--- config.mk ---
export PLATFORM = sky130hd
export DESIGN_NAME = bmem_arbiter_flat
export DESIGN_NICKNAME = d
export VERILOG_FILES = /design/src/rtl/bmem_arbiter_if.sv /design/src/rtl/bmem_arbiter.sv /design/src/flat_wrapper.sv
export SDC_FILE = /design/constraint.sdc
export NUM_CORES = 2
export LEC_CHECK = 0
export CORE_AREA = 4 4 535 537
export DETAILED_ROUTE_END_ITERATION = 8
export DIE_AREA = 0 0 539 541
export GPL_TIMING_DRIVEN = 1
export PLACE_DENSITY = 0.31
export SYNTH_ARGS = -nofsm -noshare
export SYNTH_HDL_FRONTEND = slang
export SYNTH_SLANG_ARGS = --single-unit
--- constraint.sdc ---
create_clock -name clk -period 2.1 [get_ports clk]
set_input_delay 0.21 -clock clk [delete_from_list [all_inputs] [get_ports clk]]
set_output_delay 0.21 -clock clk [all_outputs]
set_load 0.05 [all_outputs]
--- src/rtl/bmem_arbiter_if.sv ---
// Bus bundle between the I/D caches, burst memory, cacheline_adapter and bmem_arbiter.
// The arbiter takes the slave view; the surrounding logic (or a bench) takes the master view.
interface bmem_arbiter_if #(
    parameter int ADDR_W = 32,
    parameter int LINE_W = 256
);
    logic [ADDR_W-1:0] imem_addr;
    logic              imem_read;
    logic [LINE_W-1:0] imem_rdata;
    logic              imem_resp;
    logic [ADDR_W-1:0] dmem_addr;
    logic              dmem_read;
    logic              dmem_write;
    logic [LINE_W-1:0] dmem_wdata;
    logic [LINE_W-1:0] dmem_rdata;
    logic              dmem_resp;
    logic [ADDR_W-1:0] bmem_addr;
    logic              bmem_read;
    logic              bmem_ready;
    logic              mem_valid;
    logic [LINE_W-1:0] full_burst;
    logic              cache_valid;
    logic [LINE_W-1:0] cache_wdata;
    logic              d_cache_valid;

    modport slave (
        input  imem_addr, imem_read, dmem_addr, dmem_read, dmem_write, dmem_wdata,
               bmem_ready, cache_valid, cache_wdata, d_cache_valid,
        output imem_rdata, imem_resp, dmem_rdata, dmem_resp, bmem_addr, bmem_read,
               mem_valid, full_burst
    );

    modport master (
        output imem_addr, imem_read, dmem_addr, dmem_read, dmem_write, dmem_wdata,
               bmem_ready, cache_valid, cache_wdata, d_cache_valid,
        input  imem_rdata, imem_resp, dmem_rdata, dmem_resp, bmem_addr, bmem_read,
               mem_valid, full_burst
    );
endinterface

--- src/rtl/bmem_arbiter.sv ---
// Single-outstanding arbiter of I/D cache-line fills and D writebacks onto the burst port.
// Define ARB_RR_EN for round-robin I/D tie-breaking; otherwise D always beats I.
module bmem_arbiter #(
    parameter int ADDR_W = 32,
    parameter int LINE_W = 256
) (
    input  logic           clk,
    input  logic           rst,
    bmem_arbiter_if.slave  bus
);
    typedef enum logic [2:0] {
        S_IDLE,
        S_RD_CMD,
        S_RD_WAIT,
        S_WR_CMD,
        S_WR_WAIT,
        S_RESP
    } state_t;

    state_t            r_state;
    state_t            w_next;
    logic [ADDR_W-1:0] r_addr;
    logic [LINE_W-1:0] r_wdata;
    logic              r_owner_d;
    logic [LINE_W-1:0] r_irdata;
    logic [LINE_W-1:0] r_drdata;

    logic              w_i_req;
    logic              w_d_req;
    logic              w_pick_d;
    logic              w_grant;
    logic              w_grant_d;
    logic              w_grant_wr;
    logic              w_bmem_read;
    logic              w_mem_valid;
    logic [ADDR_W-1:0] w_addr_out;
    logic [LINE_W-1:0] w_burst_out;
    logic              w_iresp;
    logic              w_dresp;
    logic [ADDR_W-1:0] w_iaddr_al;
    logic [ADDR_W-1:0] w_daddr_al;

    assign w_i_req    = bus.imem_read;
    assign w_d_req    = bus.dmem_read | bus.dmem_write;
    assign w_iaddr_al = {bus.imem_addr[ADDR_W-1:5], 5'b0};
    assign w_daddr_al = {bus.dmem_addr[ADDR_W-1:5], 5'b0};

`ifdef ARB_RR_EN
    // Set means D wins the next tie; flips to the port that was not just granted.
    logic r_prio_d;
    assign w_pick_d = w_d_req & (~w_i_req | r_prio_d);
`else
    assign w_pick_d = w_d_req;
`endif

    always_ff @(posedge clk) begin
        if (rst) begin
            r_state   <= S_IDLE;
            r_addr    <= '0;
            r_wdata   <= '0;
            r_owner_d <= 1'b0;
            r_irdata  <= '0;
            r_drdata  <= '0;
`ifdef ARB_RR_EN
            r_prio_d  <= 1'b1;
`endif
        end else begin
            r_state <= w_next;
            if (w_grant) begin
                r_owner_d <= w_grant_d;
                r_addr    <= w_grant_d ? w_daddr_al : w_iaddr_al;
                if (w_grant_wr)
                    r_wdata <= bus.dmem_wdata;
`ifdef ARB_RR_EN
                r_prio_d <= ~w_grant_d;
`endif
            end
            if (r_state == S_RD_WAIT && bus.cache_valid) begin
                if (r_owner_d)
                    r_drdata <= bus.cache_wdata;
                else
                    r_irdata <= bus.cache_wdata;
            end
        end
    end

    always_comb begin
        w_next      = r_state;
        w_grant     = 1'b0;
        w_grant_d   = 1'b0;
        w_grant_wr  = 1'b0;
        w_bmem_read = 1'b0;
        w_mem_valid = 1'b0;
        w_addr_out  = '0;
        w_burst_out = '0;
        w_iresp     = 1'b0;
        w_dresp     = 1'b0;
        case (r_state)
            S_IDLE: begin
                if (w_d_req || w_i_req) begin
                    w_grant    = 1'b1;
                    w_grant_d  = w_pick_d;
                    // A D-cache holding both read and write gets its writeback first.
                    w_grant_wr = w_pick_d & bus.dmem_write;
                    w_next     = w_grant_wr ? S_WR_CMD : S_RD_CMD;
                end
            end
            S_RD_CMD: begin
                w_addr_out = r_addr;
                if (bus.bmem_ready) begin
                    w_bmem_read = 1'b1;
                    w_next      = S_RD_WAIT;
                end
            end
            S_RD_WAIT: begin
                w_addr_out = r_addr;
                if (bus.cache_valid)
                    w_next = S_RESP;
            end
            S_WR_CMD: begin
                w_addr_out  = r_addr;
                w_burst_out = r_wdata;
                if (bus.bmem_ready) begin
                    w_mem_valid = 1'b1;
                    w_next      = S_WR_WAIT;
                end
            end
            S_WR_WAIT: begin
                w_addr_out  = r_addr;
                w_burst_out = r_wdata;
                if (bus.d_cache_valid)
                    w_next = S_RESP;
            end
            S_RESP: begin
                w_iresp = ~r_owner_d;
                w_dresp = r_owner_d;
                w_next  = S_IDLE;
            end
            default: w_next = S_IDLE;
        endcase
    end

    assign bus.bmem_addr  = w_addr_out;
    assign bus.bmem_read  = w_bmem_read;
    assign bus.mem_valid  = w_mem_valid;
    assign bus.full_burst = w_burst_out;
    assign bus.imem_resp  = w_iresp;
    assign bus.dmem_resp  = w_dresp;
    assign bus.imem_rdata = r_irdata;
    assign bus.dmem_rdata = r_drdata;
endmodule
--- src/flat_wrapper.sv ---
// flat-port wrapper written by rule: the top's interface ports become plain ports
module bmem_arbiter_flat 
#(
    parameter int ADDR_W = 32,
    parameter int LINE_W = 256
)
  (clk, rst, bus_imem_addr, bus_imem_read, bus_dmem_addr, bus_dmem_read, bus_dmem_write, bus_dmem_wdata, bus_bmem_ready, bus_cache_valid, bus_cache_wdata, bus_d_cache_valid, bus_imem_rdata, bus_imem_resp, bus_dmem_rdata, bus_dmem_resp, bus_bmem_addr, bus_bmem_read, bus_mem_valid, bus_full_burst);
  bmem_arbiter_if #(.ADDR_W(ADDR_W), .LINE_W(LINE_W)) bus_i ();
  input  logic clk;
  input  logic rst;
  input wire logic [$bits(bus_i.imem_addr)-1:0] bus_imem_addr;
  input wire logic [$bits(bus_i.imem_read)-1:0] bus_imem_read;
  input wire logic [$bits(bus_i.dmem_addr)-1:0] bus_dmem_addr;
  input wire logic [$bits(bus_i.dmem_read)-1:0] bus_dmem_read;
  input wire logic [$bits(bus_i.dmem_write)-1:0] bus_dmem_write;
  input wire logic [$bits(bus_i.dmem_wdata)-1:0] bus_dmem_wdata;
  input wire logic [$bits(bus_i.bmem_ready)-1:0] bus_bmem_ready;
  input wire logic [$bits(bus_i.cache_valid)-1:0] bus_cache_valid;
  input wire logic [$bits(bus_i.cache_wdata)-1:0] bus_cache_wdata;
  input wire logic [$bits(bus_i.d_cache_valid)-1:0] bus_d_cache_valid;
  output wire logic [$bits(bus_i.imem_rdata)-1:0] bus_imem_rdata;
  output wire logic [$bits(bus_i.imem_resp)-1:0] bus_imem_resp;
  output wire logic [$bits(bus_i.dmem_rdata)-1:0] bus_dmem_rdata;
  output wire logic [$bits(bus_i.dmem_resp)-1:0] bus_dmem_resp;
  output wire logic [$bits(bus_i.bmem_addr)-1:0] bus_bmem_addr;
  output wire logic [$bits(bus_i.bmem_read)-1:0] bus_bmem_read;
  output wire logic [$bits(bus_i.mem_valid)-1:0] bus_mem_valid;
  output wire logic [$bits(bus_i.full_burst)-1:0] bus_full_burst;
  assign bus_i.imem_addr = bus_imem_addr;
  assign bus_i.imem_read = bus_imem_read;
  assign bus_i.dmem_addr = bus_dmem_addr;
  assign bus_i.dmem_read = bus_dmem_read;
  assign bus_i.dmem_write = bus_dmem_write;
  assign bus_i.dmem_wdata = bus_dmem_wdata;
  assign bus_i.bmem_ready = bus_bmem_ready;
  assign bus_i.cache_valid = bus_cache_valid;
  assign bus_i.cache_wdata = bus_cache_wdata;
  assign bus_i.d_cache_valid = bus_d_cache_valid;
  assign bus_imem_rdata = bus_i.imem_rdata;
  assign bus_imem_resp = bus_i.imem_resp;
  assign bus_dmem_rdata = bus_i.dmem_rdata;
  assign bus_dmem_resp = bus_i.dmem_resp;
  assign bus_bmem_addr = bus_i.bmem_addr;
  assign bus_bmem_read = bus_i.bmem_read;
  assign bus_mem_valid = bus_i.mem_valid;
  assign bus_full_burst = bus_i.full_burst;
  bmem_arbiter #(.ADDR_W(ADDR_W), .LINE_W(LINE_W)) u_core (.clk(clk), .rst(rst), .bus(bus_i));
endmodule
==> flow_metrics.env <==
export IMPL_status="complete, but fails checks"
export IMPL_violations="negative setup slack"
export IMPL_grt_usage_pct=12.81
export IMPL_clock_fmax_mhz=375.4
export IMPL_dieArea_um2=291600
export IMPL_holdPathStages=3
export IMPL_power_internal_mw=39.07
export IMPL_ff2ff_setup_slack_ps=0
export IMPL_netlist_instances=3821
export IMPL_rr_endpoint="u_core.r_wdata[191]"
export IMPL_setup_viol=286
export IMPL_switchingPower_mw=23.22
export IMPL_die_h_um=541
export IMPL_grt_pass1_wl_um=269600
export IMPL_clkLatencyLatePin_ps=830
export IMPL_critPathSlowestCell="dfxtp_4"
export IMPL_ys_types=31
export IMPL_hp_start="bus_cache_wdata[184]"
export IMPL_tightestPinTransition_ps=748.4
export IMPL_core_um2=281600
export IMPL_detailed_place_hpwl_um=153400
export IMPL_fin_ws_ps=-563.7
export IMPL_rr_worst_depth=11
export IMPL_drive_above_1_share_pct=18.47
export IMPL_hp_class="in2reg"
export IMPL_arrival_ps=2450
export IMPL_netlist_area_um2=29520
export IMPL_r2r_start="u_core.r_state[2]"
export IMPL_p_clk_share_pct=30.1
export IMPL_post_synth_cell_area_avg_um2=7.726
export IMPL_cts_inserted_buffers=111
export IMPL_fin_crit_sh_pct=126.8
export IMPL_yosys_area_top_type="dfxtp_1"
export IMPL_p_seq_share_pct=29.2
export IMPL_p_comb_share_pct=40.7
export IMPL_nets=6320
export IMPL_drtIter0Drc=1465
export IMPL_ios=1388
export IMPL_via_per_inst=3.485
export IMPL_cp_data_required_time_ps=1890
export IMPL_setup_tns_ps=-139160
export IMPL_clockBufferDepth=4
export IMPL_ys_warn_count=0
export IMPL_p_sw_share_pct=37.28
export IMPL_clock_skew_final_ps=49.46
export IMPL_hold_violations=0
export IMPL_clkSlewWorstSetupHoldPaths_ps=60
export IMPL_critical_path_class="reg2out"
export IMPL_critPathMaxFanout=9
export IMPL_grt_pass1_vias=33760
export IMPL_ys_ff_latch=799
export IMPL_rsz0062_at_grt="true"
export IMPL_hold_slack_ps=73.56
export IMPL_rows=195
export IMPL_p_leak_nw=30.42
export IMPL_overflow=0
export IMPL_antenna_found_initial=53
export IMPL_clock_sinks=799
export IMPL_slew_violations=0
export IMPL_yosysTopAreaCellShare_pct=54.18
export IMPL_cts_tree="done"
export IMPL_syn2layout_area_growth_pct=113.7
export IMPL_synth_top_cells_by_area="dfxtp_1 (54%), nand2_1 (20%), a21oi_1 (13%)"
export IMPL_cts_max_level=3
export IMPL_root_buffer="clkbuf_16"
export IMPL_grt_max_degree=75
export IMPL_endpoint_kind="output port"
export IMPL_min_to="u_core.bus.imem_rdata[184]"
export IMPL_p_per_area_nw_per_um2=987.3
export IMPL_drt_wl_total_um=204500
export IMPL_start_util_pct=10.48
export IMPL_cpMostUsedCell="buf_12"
export IMPL_slew_limit_headroom_pct=50.10
export IMPL_drtPass1Iterations=5
export IMPL_dieWidth_um=539
export IMPL_antenna_left=0
export IMPL_cp_start_kind="flop"
export IMPL_vdd_drop_max_mv=0.7287
export IMPL_gp_congestion=0.8289
export IMPL_finalWorstPathRequiredPeriod_ps=2664
export IMPL_wl_per_cell_um=21.32
export IMPL_io_buffers=1372
export IMPL_vias=33420
export IMPL_ys_seq_area_share_pct=54.18
export IMPL_cpPeakStageDelay_ps=360
export IMPL_crit_path_cell_trace="and2b_1 -> a21o_4 -> buf_12 -> buf_12 -> buf_16 -> and2_4 -> buf_12"
export IMPL_maxCapViolations=0
export IMPL_drc=0
area by class of cell:
class | count | area (µm²)
Inverter | 3 | 13.76
Tap cell | 3743 | 4683
Sequential cell | 799 | 16010
Multi-Input combinational cell | 2716 | 12960
Timing Repair Buffer | 2105 | 25840
Clock buffer | 163 | 3183
Fill cell | 31140 | 218500
Antenna cell | 32 | 80.08
Clock inverter | 30 | 329.1
cell usage after synthesis:
library cell	n
buf_2	95
a2bb2o_1	1
nand3_1	1
nand2b_1	3
nor2_1	11
a21o_1	1
nand2_1	1568
mux2i_1	1
o21ai_0	1
and3_1	2
clkbuf_1	171
nor3_4	1
nor2b_1	2
a21oi_1	796
and2_1	284
inv_1	3
nand4_1	1
o221ai_1	27
nor4_2	1
buf_4	33
dfxtp_1	799
and2b_1	1
conb_1	1
nor4b_2	1
or4_1	1
buf_1	9
a32oi_1	1
nor3b_1	1
nor3_1	2
a211o_1	1
a31oi_1	1
timing repair:
action | in CTS | in global routing
hold endpoints to repair | 618 | 0
buffers inserted | 17 | 29
gates cloned | 14 | 28
setup endpoints to repair | 751 | 841
pin swaps | 45 | 46
hold buffers | 453 | 0
resized for setup | 221 | 631
cells in the final DEF, fill, tap and decap left out, drive strengths merged, types with 2 or more instances in the layout:
master         count
diode             32
clkinv            22
and3               2
buf              592
nor2b              2
nand2           1568
and2             285
dfxtp            799
clkinvlp           2
conb               5
clkdlybuf4s50    572
o221ai            27
nand2b             3
dlygate4sd3      453
inv                5
nor3               3
clkbuf           188
a21oi            796
dlymetal6s2s     463
bufinv             4
nor2              11
stage by stage:
stage               instances  cell area, µm²  util (%)  total power [mW]  worst slack, ps
floorplan                3825           29540         -             28.30            129.1
global placement         8835           51460     18.28             38.68           -101.4
detailed placement       8835           51460     18.28             38.75           -94.96
CTS                      9508           60550     21.50             60.97           -698.5
global route             9580           63070     22.40             65.58           -717.6
finish                   9591           63100     22.41             62.30           -563.7
worst max-delay path by stage:
stage,slack (ps),end,from
after floorplan,130,bus_full_burst[100],u_core.r_state[0]
after global placement,-100,u_core.bus.dmem_rdata[9],bus_cache_valid
after detailed placement,-90,u_core.bus.dmem_rdata[9],bus_cache_valid
after CTS,-700,bus_full_burst[198],u_core.r_state[2]
after global routing,-720,bus_full_burst[102],u_core.r_state[0]
final,-560,bus_full_burst[20],u_core.r_state[2]
routing by layer:
metal	part of all wire [%]	wire length, µm	track usage, %
met5	0.13	264	0
met4	2.6	5218	3.334
met3	9.2	18780	5.687
met2	49	99690	22.13
met1	39	80500	14.28
cell families after synthesis:
| family | synth area share, % |
|---|---|
| AOI/OAI and AO/OA | 14.45 |
| buffers and inverters | 4.777 |
| DFF | 54.18 |
| muxes | 0.03391 |
| other | 0.01270 |
| and+or+nand+nor | 26.54 |
sequential cells by signal, indices dropped and copies added, names as in the netlist:
signal / flops
u_core.bus.imem_rdata: 256
u_core.r_state: 3
u_core.r_owner_d: 1
u_core.r_addr: 27
u_core.r_wdata: 256
u_core.bus.dmem_rdata: 256
power by group through the flow:
stage | combinational, mW | clock (mW) | sequential, mW
after floorplan | 7.75 | 0 | 20.6
after global placement | 20.3 | 0 | 18.4
after detailed placement | 20.3 | 0 | 18.5
after CTS | 23.1 | 19.6 | 18.2
after global routing | 27.0 | 20.1 | 18.5
final | 25.4 | 18.7 | 18.2
worst max-delay path, delay by kind of cell, from the launching register on:
| family | cells | cell delay [ps] |
|---|---|---|
| AOI/OAI and AO/OA | 1 | 290 |
| buffers and inverters | 4 | 610 |
| DFF | 1 | 360 |
| and+or+nand+nor | 2 | 360 |
(Power assumes the default switching activity.)
